===== src/rtl/dmem_arbiter.sv =====
// dmem_arbiter: shares one data-memory port between the pipeline MEM stage
// and a debug port. Round-robin arbitration, registered memory request,
// per-access wait counter with a sticky timeout flag.
//
// Handshake semantics used on every port of this block:
// - Memory side: o_DMEM_req is a registered valid that stays high, with
//   we/addr/wdata stable, until the cycle in which i_DMEM_ready is sampled high.
//   That cycle is the completion, and i_DMEM_rdata is valid in the same cycle.
//   i_DMEM_ready is ignored whenever o_DMEM_req is low.
// - Debug side: i_DBG_req is held until o_DBG_gnt is seen.
//   o_DBG_gnt is registered and pulses in the first D_BUSY cycle.
//   o_DBG_done pulses one cycle after the memory completes.
// - Pipeline side: o_MEM_ctrl_Stall holds the pipeline while a request is
//   pending. It drops for the single P_DONE cycle, and RData is valid then.
module dmem_arbiter #(
  parameter int unsigned WAIT_MAX = 15
) (
  input  logic        clk,
  input  logic        nrst,
  input  logic        i_MEM_ctrl_MemRead,
  input  logic        i_MEM_ctrl_MemWrite,
  input  logic [31:0] i_MEM_data_Addr,
  input  logic [31:0] i_MEM_data_WData,
  output logic [31:0] o_MEM_data_RData,
  output logic        o_MEM_ctrl_Stall,
  input  logic        i_DBG_req,
  input  logic        i_DBG_we,
  input  logic [31:0] i_DBG_addr,
  input  logic [31:0] i_DBG_wdata,
  output logic        o_DBG_gnt,
  output logic        o_DBG_done,
  output logic [31:0] o_DBG_rdata,
  output logic        o_DMEM_req,
  output logic        o_DMEM_we,
  output logic [31:0] o_DMEM_addr,
  output logic [31:0] o_DMEM_wdata,
  input  logic        i_DMEM_ready,
  input  logic [31:0] i_DMEM_rdata,
  output logic        o_ERR_timeout
);

  typedef enum logic [1:0] {
    IDLE   = 2'd0,
    P_BUSY = 2'd1,
    P_DONE = 2'd2,
    D_BUSY = 2'd3
  } state_t;

  // Last busy cycle index that may still see ready before timing out.
  localparam logic [7:0] WAIT_LAST = 8'(WAIT_MAX - 1);

  state_t     state;
  state_t     state_nxt;
  logic       last_dbg;
  logic [7:0] wait_cnt;
  logic       preq;
  logic       pgrant;
  logic       dgrant;
  logic       busy;
  logic       timeout;
  logic       finish;
  logic [31:0] rdata_fin;

  assign preq      = i_MEM_ctrl_MemRead | i_MEM_ctrl_MemWrite;
  assign busy      = (state == P_BUSY) || (state == D_BUSY);
  assign timeout   = busy && !i_DMEM_ready && (wait_cnt == WAIT_LAST);
  assign finish    = busy && (i_DMEM_ready || timeout);
  // A timed-out access completes as a read of zero.
  assign rdata_fin = i_DMEM_ready ? i_DMEM_rdata : 32'h0;

  // The pipeline is frozen whenever it asks, except in the completion cycle.
  assign o_MEM_ctrl_Stall = preq && (state != P_DONE);

  // Arbitration: a lone requester wins, and a tie goes to whoever did not win last.
  always_comb begin
    pgrant = 1'b0;
    dgrant = 1'b0;
    if (state == IDLE) begin
      if (preq && i_DBG_req) begin
        if (last_dbg) pgrant = 1'b1;
        else          dgrant = 1'b1;
      end else if (preq) begin
        pgrant = 1'b1;
      end else if (i_DBG_req) begin
        dgrant = 1'b1;
      end
    end
  end

  // Next-state logic.
  always_comb begin
    state_nxt = state;
    case (state)
      IDLE: begin
        if (pgrant)      state_nxt = P_BUSY;
        else if (dgrant) state_nxt = D_BUSY;
      end
      P_BUSY: if (finish) state_nxt = P_DONE;
      P_DONE: state_nxt = IDLE;
      D_BUSY: if (finish) state_nxt = IDLE;
      default: state_nxt = IDLE;
    endcase
  end

  // State register.
  always_ff @(posedge clk or negedge nrst) begin
    if (!nrst) state <= IDLE;
    else       state <= state_nxt;
  end

  // Memory request and wait counter.
  // The access is latched at grant, so later input changes cannot disturb it.
  always_ff @(posedge clk or negedge nrst) begin
    if (!nrst) begin
      o_DMEM_req   <= 1'b0;
      o_DMEM_we    <= 1'b0;
      o_DMEM_addr  <= 32'h0;
      o_DMEM_wdata <= 32'h0;
      wait_cnt     <= 8'h0;
      last_dbg     <= 1'b0;
    end else if (pgrant) begin
      o_DMEM_req   <= 1'b1;
      o_DMEM_we    <= i_MEM_ctrl_MemWrite;
      o_DMEM_addr  <= i_MEM_data_Addr;
      o_DMEM_wdata <= i_MEM_data_WData;
      wait_cnt     <= 8'h0;
      last_dbg     <= 1'b0;
    end else if (dgrant) begin
      o_DMEM_req   <= 1'b1;
      o_DMEM_we    <= i_DBG_we;
      o_DMEM_addr  <= i_DBG_addr;
      o_DMEM_wdata <= i_DBG_wdata;
      wait_cnt     <= 8'h0;
      last_dbg     <= 1'b1;
    end else if (finish) begin
      o_DMEM_req   <= 1'b0;
      o_DMEM_we    <= 1'b0;
    end else if (busy) begin
      wait_cnt     <= wait_cnt + 8'd1;
    end
  end

  // Read-data capture. Each port's register holds until its own next completing read.
  always_ff @(posedge clk or negedge nrst) begin
    if (!nrst) begin
      o_MEM_data_RData <= 32'h0;
      o_DBG_rdata      <= 32'h0;
    end else if (finish && !o_DMEM_we) begin
      if (state == P_BUSY) o_MEM_data_RData <= rdata_fin;
      if (state == D_BUSY) o_DBG_rdata      <= rdata_fin;
    end
  end

  // Debug pulses and the sticky timeout flag.
  always_ff @(posedge clk or negedge nrst) begin
    if (!nrst) begin
      o_DBG_gnt     <= 1'b0;
      o_DBG_done    <= 1'b0;
      o_ERR_timeout <= 1'b0;
    end else begin
      o_DBG_gnt  <= dgrant;
      o_DBG_done <= (state == D_BUSY) && finish;
      if (timeout) o_ERR_timeout <= 1'b1;
    end
  end

endmodule


===== config.mk =====
export PLATFORM = sky130hd
export DESIGN_NAME = dmem_arbiter
export DESIGN_NICKNAME = d
export VERILOG_FILES = /design/src/rtl/dmem_arbiter.sv
export SDC_FILE = /design/constraint.sdc
export NUM_CORES = 1
export LEC_CHECK = 0
export ABC_AREA = 1
export CAP_MARGIN = 20
export CORE_UTILIZATION = 42
export DETAILED_ROUTE_END_ITERATION = 8
export PLACE_DENSITY = 0.85
export SYNTH_ARGS = -nofsm -noshare
export SYNTH_HDL_FRONTEND = slang
export SYNTH_SLANG_ARGS = --single-unit
export TNS_END_PERCENT = 30

===== constraint.sdc =====
create_clock -name clk -period 2.4 [get_ports clk]
set_clock_uncertainty 0.2 [all_clocks]
set_input_delay 0.36 -clock clk [delete_from_list [all_inputs] [get_ports clk]]
set_output_delay 0.36 -clock clk [all_outputs]
set_load 0.01 [all_outputs]

==> flow_metrics.py <==
metrics = {
    "run_status": {
        "status": "finished clean",
    },
    "yosys": {
        "syn_nets": 1018,
        "ys_ff_latch": 144,
        "synth_area_per_cell_um2": 7.99,
        "ys_types": 27,
        "syn-cell-area_mm2": 0.00678,
        "synth.most_common_cell": "nand2_1",
        "synth_top_area_cell": "dfrtp_1",
        "syn_inst": 849,
        "ys_top_cells_by_count": "nand2_1 (290), dfrtp_1 (144), inv_1 (113)",
        "seq_area_frac_synth": 0.531,
        "synth_top_area_frac": 0.531,
        "yosysWarnings": 0,
        "ys_top_cells_by_area": "dfrtp_1 (53%), nand2_1 (16%), o21ai_1 (6.6%)",
        "async_reset_ff_frac": 1.00,
        "synthFlopType": "dfrtp_1",
        "synth_edf_count": 0,
    },
    "detailed_routing": {
        "first_pass_iters": 8,
        "viasPerCell": 4.88,
        "wl_per_cell_um": 14.6,
        "drc": 0,
        "routed_wl_mm": 20.0,
        "vias": 6687,
        "drt_iter0_markers": 412,
        "final_antenna_net_count": 0,
    },
    "critical_path": {
        "endpoint": "o_MEM_ctrl_Stall",
        "startpoint": "i_MEM_ctrl_MemWrite",
        "crit_family": "buffers and inverters",
        "r2r_end": "o_MEM_data_RData[4]",
        "crit_top_cell": "clkdlybuf4s50_1",
        "worstSetupPathDepth": 4,
        "critPathBufInv": 2,
        "r2r_start": "wait_cnt[0]",
        "r2r_slack_ns": 0.24,
        "cp_cell_sequence": "clkdlybuf4s50_1 -> nor2_1 -> a21oi_1 -> clkdlybuf4s50_1",
        "worst_ep_arrival_time_ns": 1.70,
        "cp_slowest_cell": "clkdlybuf4s50_1",
        "startpoint_type": "input pin",
        "worstPathRequired_ns": 1.84,
        "rr_worst_depth": 10,
        "slowest_delay_ns": 0.60,
        "end_kind": "output port",
        "critPathKind": "input pin to output port",
        "critPathMaxFanout": 3,
    },
    "power": {
        "ir_worst_vdd_mv": 0.628,
        "p_leak_nw": 5.31,
        "p_per_area_mw_per_mm2": 1210,
        "power_mw": 12.9,
    },
    "cells_and_area": {
        "utilization": 0.671,
        "n_fill_cell": 1277,
        "multi_input_comb_area_mm2": 0.00246,
        "drive_gt1_frac": 0.0633,
        "regArea_mm2": 0.00360,
        "nets": 1309,
        "area_growth_pct": 56.7,
        "layout.cells.non_filler": 1370,
        "fin_area_mm2": 0.0106,
    },
    "timing": {
        "setup_tns_ns": 0,
        "maxSlewViolCount": 0,
        "slew_headroom": 0.580,
        "fin_crit_ns": 2.26,
        "finalCritPeriodShare": 0.941,
        "hold_viol_final": 0,
        "setup_viol": 0,
        "max_freq_mhz": 443,
        "worst_pin_slew_ns": 0.630,
        "rsz0062_at_grt": "false",
    },
    "clock_tree": {
        "clk_latency_ns": 0.41,
        "cts_tree": "done",
        "cts_root_buf": "clkbuf_16",
        "clock_path_buffers": 2,
        "cts-htree-levels": 4,
        "clk_pin_slew_ns": 0.05,
        "cts.sinks": 144,
        "cts_buffers": 17,
    },
    "global_routing": {
        "grt-ovfl-total": 0,
        "grt_pass1_wl_mm": 31.6,
        "track_usage": 0.246,
        "antenna_found_initial": 1,
        "grt_max_degree": 65,
        "grt_pass1_vias": 6358,
    },
    "floorplanning": {
        "dieArea_mm2": 0.0167,
        "fp.dieH_um": 129,
        "initial_core_util": 0.428,
        "core_area_mm2": 0.0158,
        "fp.dieW_um": 129,
        "top_level_ports": 301,
        "num_rows": 46,
    },
    "placed_design": {
        "dpl_cell_area_mm2": 0.0100,
        "gp_congestion": 0.835,
        "post-dp-hpwl_mm": 14.8,
        "numPortBuffers": 300,
        "dp.cells": 1336,
    },
    "flow_run": {
        "timing.max_cap.violations": 0,
    },
    "min_path": {
        "hold_class": "input pin to asynchronous set/reset pin",
    },
}
## registers in the layout, summed over array words and instances, names as in the netlist
register,flops
o_MEM_data_RData,32
o_DMEM_addr,32
o_ERR_timeout,1
o_DBG_done,1
o_DBG_rdata,32
last_dbg,1
o_DMEM_we,1
o_DMEM_wdata,32
o_DBG_gnt,1
o_DMEM_req,1
state,2
wait_cnt,8
## cells in the final DEF, fill, tap and decap left out
master           count
inv_2                5
a22oi_1              1
nand2_2              1
buf_6                1
nand3_4              3
clkbuf_16           17
dfrtp_2              1
o21ai_1             90
ha_1                 2
buf_4               14
diode_2              1
clkbuf_1             1
nor2_2               3
nand2_4              3
buf_12               7
bufinv_16            1
clkbuf_8             3
nor3_1               2
o21ai_0             76
clkinvlp_4           2
clkinv_4             2
nand3_1              8
xnor2_1              1
xor2_1               1
nand3_2              1
clkdlybuf4s50_1    299
inv_1              113
inv_6                5
nand4_1             34
dlygate4sd3_1        1
nor2_1              15
dfrtp_1            143
nand2_1            290
a21oi_1              3
inv_8                1
nor2_4               3
## report_power, final
| group | internal [mW] | switching [mW] |
|---|---|---|
| registers | 3.53 | 0.635 |
| logic | 3.01 | 3.11 |
| clock network | 1.54 | 1.06 |
| total | 8.07 | 4.80 |
## kinds of logic (layout without fill, tap and decap cells)
kind of cell | after synthesis | count (layout) | share of synthesized area
xor gates and xnor gates | 2 | 2 | 0.00258
other | 0 | 1 | 0
adders and majority gates | 2 | 2 | 0.00369
and+or+nand+nor | 363 | 363 | 0.230
AOI/OAI and AO/OA | 170 | 170 | 0.126
DFF | 144 | 144 | 0.531
buffers and inverters | 168 | 472 | 0.106
## timing repair
item                                   CTS  global route
endpoints found under the hold margin   38             0
hold buffers                             1             0
resized for setup                        0             1
setup buffers                            0             0
setup endpoints to repair                0             1
## metal layers
layer | wire length [um] | vias to the layer above | GRT usage | part of all wire
met2 | 10000 | 286 | 0.428 | 0.50
met1 | 7860 | 3089 | 0.286 | 0.39
li1 | - | 3268 | - | -
met5 | 0 | - | 0 | 0
met4 | 720 | 0 | 0.112 | 0.036
met3 | 1430 | 44 | 0.0628 | 0.072
## cell type report
cell class	count	share of cell area
well taps	216	0.0254
flip-flops and latches	144	0.339
repair buffers	322	0.307
multi-input cells	537	0.231
inverters	118	0.0417
clock inverters	11	0.0111
clock buffers	21	0.0443
diodes	1	0.000235
## per-stage QoR
| stage | setup slack, ns | hold WS [ns] |
|---|---|---|
| after floorplan | 0.680 | -0.136 |
| after global placement | 0.176 | 0.117 |
| after detailed placement | 0.137 | 0.116 |
| after CTS | 0.0660 | 0.255 |
| after global routing | 0.0477 | 0.275 |
| final | 0.141 | 0.241 |
## worst min-delay path by stage
stage | to
floorplan | last_dbg
global placement | o_DMEM_addr[24]
detailed placement | o_MEM_data_RData[10]
CTS | o_DBG_rdata[4]
global route | o_DMEM_addr[24]
finish | o_MEM_data_RData[10]
(Power assumes the default switching activity.)
